`config.mk`:
```
export PLATFORM = sky130hd
export DESIGN_NAME = icache_refill
export DESIGN_NICKNAME = d
export VERILOG_FILES = /design/src/rtl/icache_refill.sv
export SDC_FILE = /design/constraint.sdc
export NUM_CORES = 1
export LEC_CHECK = 0
export BUFFER_PORTS_ARGS = -buffer_cell sky130_fd_sc_hd__buf_4
export CAP_MARGIN = 10
export CORE_MARGIN = 5
export CORE_UTILIZATION = 45
export CTS_CLUSTER_DIAMETER = 80
export DETAILED_ROUTE_END_ITERATION = 16
export PLACE_DENSITY = 0.9
export SYNTH_ARGS = -nofsm -noshare
export SYNTH_HDL_FRONTEND = slang
export SYNTH_SLANG_ARGS = --single-unit
```
`constraint.sdc`:
```
create_clock -name clk -period 2.5 [get_ports clk]
set_input_delay 0 -clock clk [delete_from_list [all_inputs] [get_ports clk]]
set_output_delay 0 -clock clk [all_outputs]
set_load 0.005 [all_outputs]
```
`src/rtl/icache_refill.sv`:
```
// rtl/icache_refill.sv - icache tag/data RAM write controller: reset invalidation sweep and line refill
module icache_refill #(
   parameter int TAG_W   = 20,
   parameter int INDEX_W = 7,
   parameter int WORD_W  = 3
) (
   input  logic                       clk,
   input  logic                       rst,
   input  logic                       miss,
   input  logic [31:0]                miss_addr,
   output logic                       refill_busy,
   output logic                       refill_done,
   output logic                       init_done,
   output logic                       refill_err,
   output logic                       tag_en,
   output logic [3:0]                 tag_wen,
   output logic [INDEX_W-1:0]         tag_addr,
   output logic [TAG_W:0]             tag_wdata,
   output logic                       data_en,
   output logic [3:0]                 data_wen,
   output logic [INDEX_W+WORD_W-1:0]  data_addr,
   output logic [31:0]                data_wdata,
   output logic                       rd_req,
   output logic [31:0]                rd_addr,
   input  logic                       rd_addr_ok,
   input  logic                       rd_data_valid,
   input  logic [31:0]                rd_data,
   input  logic                       rd_last
);

   // Line address = tag + index; the low bits select the byte within a line.
   localparam int LINE_W = TAG_W + INDEX_W;
   localparam int OFF_W  = 32 - LINE_W;

   typedef enum logic [2:0] {
      S_INIT,
      S_IDLE,
      S_REQ,
      S_RECV,
      S_TAGW,
      S_DONE
   } state_t;

   state_t              state;
   state_t              state_nx;
   logic [INDEX_W-1:0]  init_cnt;
   logic [WORD_W-1:0]   word_cnt;
   logic [LINE_W-1:0]   line;
   logic                init_last;
   logic                word_last;
   logic                unused_addr_bits;

   assign init_last = (init_cnt == {INDEX_W{1'b1}});
   assign word_last = (word_cnt == {WORD_W{1'b1}});

   // Byte offset of the miss address does not matter for a whole-line fetch.
   assign unused_addr_bits = ^miss_addr[OFF_W-1:0];

   // State register; reset always restarts the invalidation sweep.
   always_ff @(posedge clk or posedge rst) begin
      if (rst) begin
         state <= S_INIT;
      end else begin
         state <= state_nx;
      end
   end

   // Sweep and beat counters, latched miss line, and the sticky status flags.
   always_ff @(posedge clk or posedge rst) begin
      if (rst) begin
         init_cnt   <= '0;
         word_cnt   <= '0;
         line       <= '0;
         init_done  <= 1'b0;
         refill_err <= 1'b0;
      end else begin
         case (state)
            S_INIT: begin
               init_cnt <= init_cnt + INDEX_W'(1);
               if (init_last) begin
                  init_done <= 1'b1;
               end
            end
            S_IDLE: begin
               if (miss) begin
                  line <= miss_addr[31 -: LINE_W];
               end
            end
            S_REQ: begin
               if (rd_addr_ok) begin
                  word_cnt <= '0;
               end
            end
            S_RECV: begin
               if (rd_data_valid) begin
                  word_cnt <= word_cnt + WORD_W'(1);
                  // rd_last is only a consistency check; the beat count ends the line.
                  if (rd_last != word_last) begin
                     refill_err <= 1'b1;
                  end
               end
            end
            default: begin
            end
         endcase
      end
   end

   // Next state and RAM/memory strobes; everything idles while reset is held.
   always_comb begin
      state_nx    = state;
      refill_busy = 1'b1;
      refill_done = 1'b0;
      tag_en      = 1'b0;
      tag_wen     = 4'h0;
      tag_addr    = '0;
      tag_wdata   = '0;
      data_en     = 1'b0;
      data_wen    = 4'h0;
      data_addr   = '0;
      data_wdata  = '0;
      rd_req      = 1'b0;
      rd_addr     = '0;
      if (!rst) begin
         case (state)
            S_INIT: begin
               tag_en   = 1'b1;
               tag_wen  = 4'hF;
               tag_addr = init_cnt;
               if (init_last) begin
                  state_nx = S_IDLE;
               end
            end
            S_IDLE: begin
               refill_busy = 1'b0;
               if (miss) begin
                  state_nx = S_REQ;
               end
            end
            S_REQ: begin
               rd_req  = 1'b1;
               rd_addr = {line, {OFF_W{1'b0}}};
               if (rd_addr_ok) begin
                  state_nx = S_RECV;
               end
            end
            S_RECV: begin
               if (rd_data_valid) begin
                  data_en    = 1'b1;
                  data_wen   = 4'hF;
                  data_addr  = {line[INDEX_W-1:0], word_cnt};
                  data_wdata = rd_data;
                  if (word_last) begin
                     state_nx = S_TAGW;
                  end
               end
            end
            S_TAGW: begin
               // Tag goes valid only after all data words are in place.
               tag_en    = 1'b1;
               tag_wen   = 4'hF;
               tag_addr  = line[INDEX_W-1:0];
               tag_wdata = {1'b1, line[LINE_W-1 -: TAG_W]};
               state_nx  = S_DONE;
            end
            S_DONE: begin
               refill_done = 1'b1;
               state_nx    = S_IDLE;
            end
            default: begin
               state_nx = S_INIT;
            end
         endcase
      end
   end

endmodule

```
Yosys cells after proc, flatten, opt, wreduce, memory -nomap -nowiden
Index checks and enable logic that the tools add are counted.
Widths: inputs -> output; s select.
{ "classes": {"addsub": 2, "multipliers": 0, "n_div": 0, "order_cmp": 0, "eq_ne": 13, "shifts": 0, "mux": 37, "bitwise": 1, "reduce_logical": 8} }
{ "op_table": {"columns": ["op", "n"], "rows": [
  ["$mux 32", 5],
  ["$mux 21", 2],
  ["$mux 10", 3],
  ["$mux 3", 7],
  ["$mux 4", 5],
  ["$pmux 3 s6", 1],
  ["$pmux 7 s2", 1],
  ["$mux 1", 11],
  ["$ne 2x2->1 const B", 5],
  ["$eq 3x3->1 const B", 3],
  ["$add 7x1->7 const B", 1],
  ["$eq 7x7->1 const B", 1],
  ["$mux 7", 1],
  ["$eq 3x2->1 const B", 2],
  ["$pmux 3 s2", 1],
  ["$reduce_and 3->1", 2],
  ["$reduce_and 6->1", 1],
  ["$reduce_and 2->1", 2],
  ["$add 3x1->3 const B", 1],
  ["$eq 3x1->1 const B", 1],
  ["$logic_not 3->1", 1],
  ["$reduce_bool 2->1", 1],
  ["$reduce_or 2->1", 1],
  ["$ne 1x1->1", 1],
  ["$not 1->1", 1]
]} }
{ "totals": {"ff_bits": 42, "latchBits": 0, "mem_bits_rw": 0, "romBits": 0, "inputBits": 70, "out_inout_bits": 117, "memories": 0} }

Longest topological paths before layout
{ "depth": {"depth_word": 4, "mapped_depth": 6, "depth_no_buf": 5} }

Worst setup path before layout
Ideal clock, no wire load.
{ "synth_path": {"path_type": "flip-flop to flip-flop", "from": "register state[2]", "to": "register line[7]", "setup_ps": 125, "arrival_time_ps": 1365, "required_ps": 2375, "slack_ps": 1010, "path_stages_with_launch": 7, "synth_period_minus_slack_ps": 1490, "path_cell_list": "dfrtp_1 buf_4 nor2_1 and3_1 buf_4 buf_6 mux2_2"} }
{ "synth_between": {"elab_chain_cells": 2} }
{ "synth_lines": {"columns": ["element", "line", "rtl"], "rows": [
  ["start: declaration", "44", "state_t state;"],
  ["start signal: assignment", "64", "state <= state_nx;"],
  ["$eq 3x1->1", "77", "case (state)"],
  ["$reduce_and 2->1 (no source line)", null, null],
  ["end signal: assignment", "86", "line <= miss_addr[31 -: LINE_W];"],
  ["end: declaration", "48", "logic [LINE_W-1:0] line;"]
]} }
No other way between the ends.
A chain may end at the register's enable or synchronous reset.

Final worst setup path
{ "layout_path": {"from": "register state[1]", "to": "output port tag_wdata[4]"} }
{ "layout_between": {"elab_chain_cells": 3} }
{ "layout_lines": {"columns": ["element", "line", "rtl"], "rows": [
  ["$eq 3x3->1", "125", "case (state)"],
  ["$mux 21", "125", null],
  ["$mux 21", "124", "if (!rst) begin"],
  ["end: declaration", "18", "output logic [TAG_W:0] tag_wdata,"]
]} }
No other way between the ends.

==> flow_summary.yaml <==
run_status:
  status: "complete, but fails checks"
  failed_checks: "negative hold slack"
critical_path:
  rr_endpoint: "line[10]"
  crit_slowest_cell: "or3_1"
  ff2ff_setup_slack_ps: 660
  path_cells: "or3_1 -> nor2_4 -> and2_1 -> buf_4"
  reg2regPathDepth: 4
  endpoint_kind: "output pin"
  arrival_ps: 2190
  cp-endpoint: "tag_wdata[4]"
  max_stage_delay_ps: 610
  critPathLaunchType: "flop"
  cp_data_required_time_ps: 2500
  rr_startpoint: "state[0]"
  critical_path.max_fanout: 22
  cp-startpoint: "state[1]"
  crit_type: "reg2out"
final_layout:
  fin_cells: 537
  fin_util_pct: 73.6
  drive_gt1_share_pct: 46.5
  nNetsFinal: 534
  stdcell_area_sq_um: 4360
  nFillCells: 417
  layout_common_cells: "buf_4, and2_1, dfrtp_1"
  antennaDiodeCount: 0
  mostFrequentLayoutCell: "buf_4"
  syn2layout_area_growth_pct: 60.0
global_route:
  grt_pass1_vias: 2710
  antenna_found_initial: 0
  grt_usage_pct: 22.2
  grt_max_degree: 46
  grt_pass1_wl_um: 13400
  grt_overflow: 0
synthesis:
  seq_area_frac_synth_pct: 38.6
  synth_top_family_by_area: "simple AND/OR/NAND/NOR gates"
  postSynthAreaPerCell_sq_um: 9.98
  synth_xor_area_share_pct: 2.25
  netlist_area_sq_um: 2720
  syn_inst: 273
  synthAdderAreaFrac_pct: 1.38
  synthMuxAreaShare_pct: 14.1
  synth_compound_area_share_pct: 5.24
  yosysWarnings: 0
  synthSimpleGateAreaFrac_pct: 29.0
  synth_cell_type_count: 42
  synth-seq-cells: 42
floorplanning:
  die_area_sq_um: 7710
  die_h_um: 87.8
  core_sq_um: 5920
  die_w_um: 87.8
  initial_core_util_pct: 46.0
  boundaryPins: 187
  fp-row-count: 28
cts:
  cts_resized: 0
  clkTransAtPathRegs_ps: 80
  cts_buffer_depth: 2
  cts_tree: "yes"
  clk-insertion-delay-late_ps: 290
  postCtsSetupRepairBufs: 0
  hold_buffers: 27
  cts_sinks: 42
  cts_buffers: 5
  htreeDepth: 2
  root_buffer: "clkbuf_8"
power_and_ir_drop:
  ir_worst_vdd_mv: 0.561
  powerDensity_nw_per_um2: 722
  power_leakage_nw: 2.23
placement:
  port_buffers: 176
  placed_cells: 502
  place_hpwl_um: 6310
  post_dp_cell_area_sq_um: 3980
  gp_congestion: 0.846
drt:
  drc: 0
  via_per_inst: 4.83
  num_vias: 2595
  drt-initial-drc-count: 113
  ant_nets: 0
  drt-pass1-iter-count: 4
  routed_wl_um: 8740
  wl_per_cell_um: 16.3
min_path:
  hold_class: "in2async"
timing:
  fmax_mhz: 456
  period_needed_ps: 2190
  slew_headroom_pct: 40.9
  period_share_pct: 87.7
  worst_pin_slew_ps: 886
  setup_viol: 0
  hold_ws_ps: -21.0
  finalSetupTns_ps: 0
  hold_viol_final: 42
  slew_violations: 0
  fin_skew_ps: 3.80
  rsz0062_at_grt: "false"
run:
  drv_cap: 0
[critical path, delay by kind of cell, from the launching register on]
kind / cells / cell delay, ps
AND/OR/NAND/NOR: 3 / 1240
flip-flops: 1 / 540
buffers and inverters: 1 / 120
[area by class of cell]
type,instances,area [sq um],area share (%)
Clock buffer,6,72.6,1.66
Inverter,7,26.3,0.603
Multi-Input combinational cell,196,1440,33.1
Timing Repair Buffer,209,1640,37.5
Clock inverter,2,37.5,0.861
Tap cell,75,93.8,2.15
Sequential cell,42,1050,24.1
[logic make-up (layout without fill, tap and decap cells)]
group,Yosys count,after routing
simple gates,127,127
flops,42,42
xor+xnor,7,7
mux,35,35
compound gates,19,19
fa+ha+maj,3,3
buf+inv,39,224
other cells,1,5
[metal layers]
layer  track usage, %  up-vias  share of wire [%]
met2             40.1      129                 50
met4             5.58        0                1.3
met5                0        -                  0
li1                 -     1254                  -
met1             24.5     1202                 37
met3             8.18       10                 12
[worst min path at each step]
stage                  startpoint       endpoint  slack, ps  cells past startpoint
CTS                           rst        line[9]         10                      2
global placement    miss_addr[31]       line[26]        220                      2
floorplan              rd_data[0]  data_wdata[0]        110                      1
global route                  rst       state[2]         40                      2
detailed placement  miss_addr[31]       line[26]        220                      2
finish                        rst       state[0]        -20                      2
[power by group]
group / switching [W] / leakage, nW / internal (W)
sequential: 0.000306 / 0.510 / 0.000974
clock: 0.000246 / 0.0514 / 0.000298
combinational: 0.000540 / 1.67 / 0.000782
total: 0.00109 / 2.23 / 0.00205
[metrics by stage]
step	worst slack [ps]	total power, W
global route	137	0.00338
floorplan	1010	0.00202
global placement	669	0.00249
finish	308	0.00315
CTS	320	0.00315
detailed placement	655	0.00257
[flip-flops by register name (all words and copies together), names as in the netlist]
register / cells
init_cnt: 7
init_done: 1
line: 27
refill_err: 1
state: 3
word_cnt: 3
[synth_stat cells]
cell type | number | area (sq um)
o2bb2ai_1 | 2 | 17.5
nor3_2 | 2 | 20.0
ha_1 | 3 | 37.5
buf_2 | 7 | 35.0
nor4_1 | 1 | 6.26
and2_1 | 88 | 551
xnor2_1 | 3 | 26.3
or2_2 | 1 | 6.26
nand4_1 | 4 | 25.0
o31ai_1 | 1 | 7.51
nor2b_1 | 2 | 12.5
nor2_4 | 1 | 11.3
nand2b_1 | 2 | 12.5
a41o_1 | 1 | 10.0
buf_6 | 5 | 56.3
buf_4 | 16 | 120
a21o_1 | 2 | 15.0
a31oi_1 | 1 | 6.26
nor2_1 | 11 | 41.3
inv_1 | 7 | 26.3
o22ai_1 | 1 | 6.26
and3_1 | 2 | 12.5
or3_1 | 1 | 6.26
conb_1 | 1 | 3.75
mux2_1 | 10 | 113
a22o_1 | 3 | 26.3
clkbuf_1 | 4 | 15.0
nor4bb_1 | 1 | 10.0
a311oi_1 | 1 | 8.76
o21ai_0 | 2 | 10.0
nand2b_4 | 1 | 13.8
xor2_1 | 4 | 35.0
mux2i_1 | 7 | 70.1
nand2_1 | 7 | 26.3
a2111oi_0 | 2 | 17.5
or4b_4 | 1 | 13.8
nand3_1 | 1 | 5.00
mux2_2 | 18 | 203
a21oi_1 | 2 | 10.0
dfrtp_1 | 42 | 1050
o21a_1 | 1 | 7.51
nor3_4 | 1 | 16.3
(Power assumes the default switching activity.)
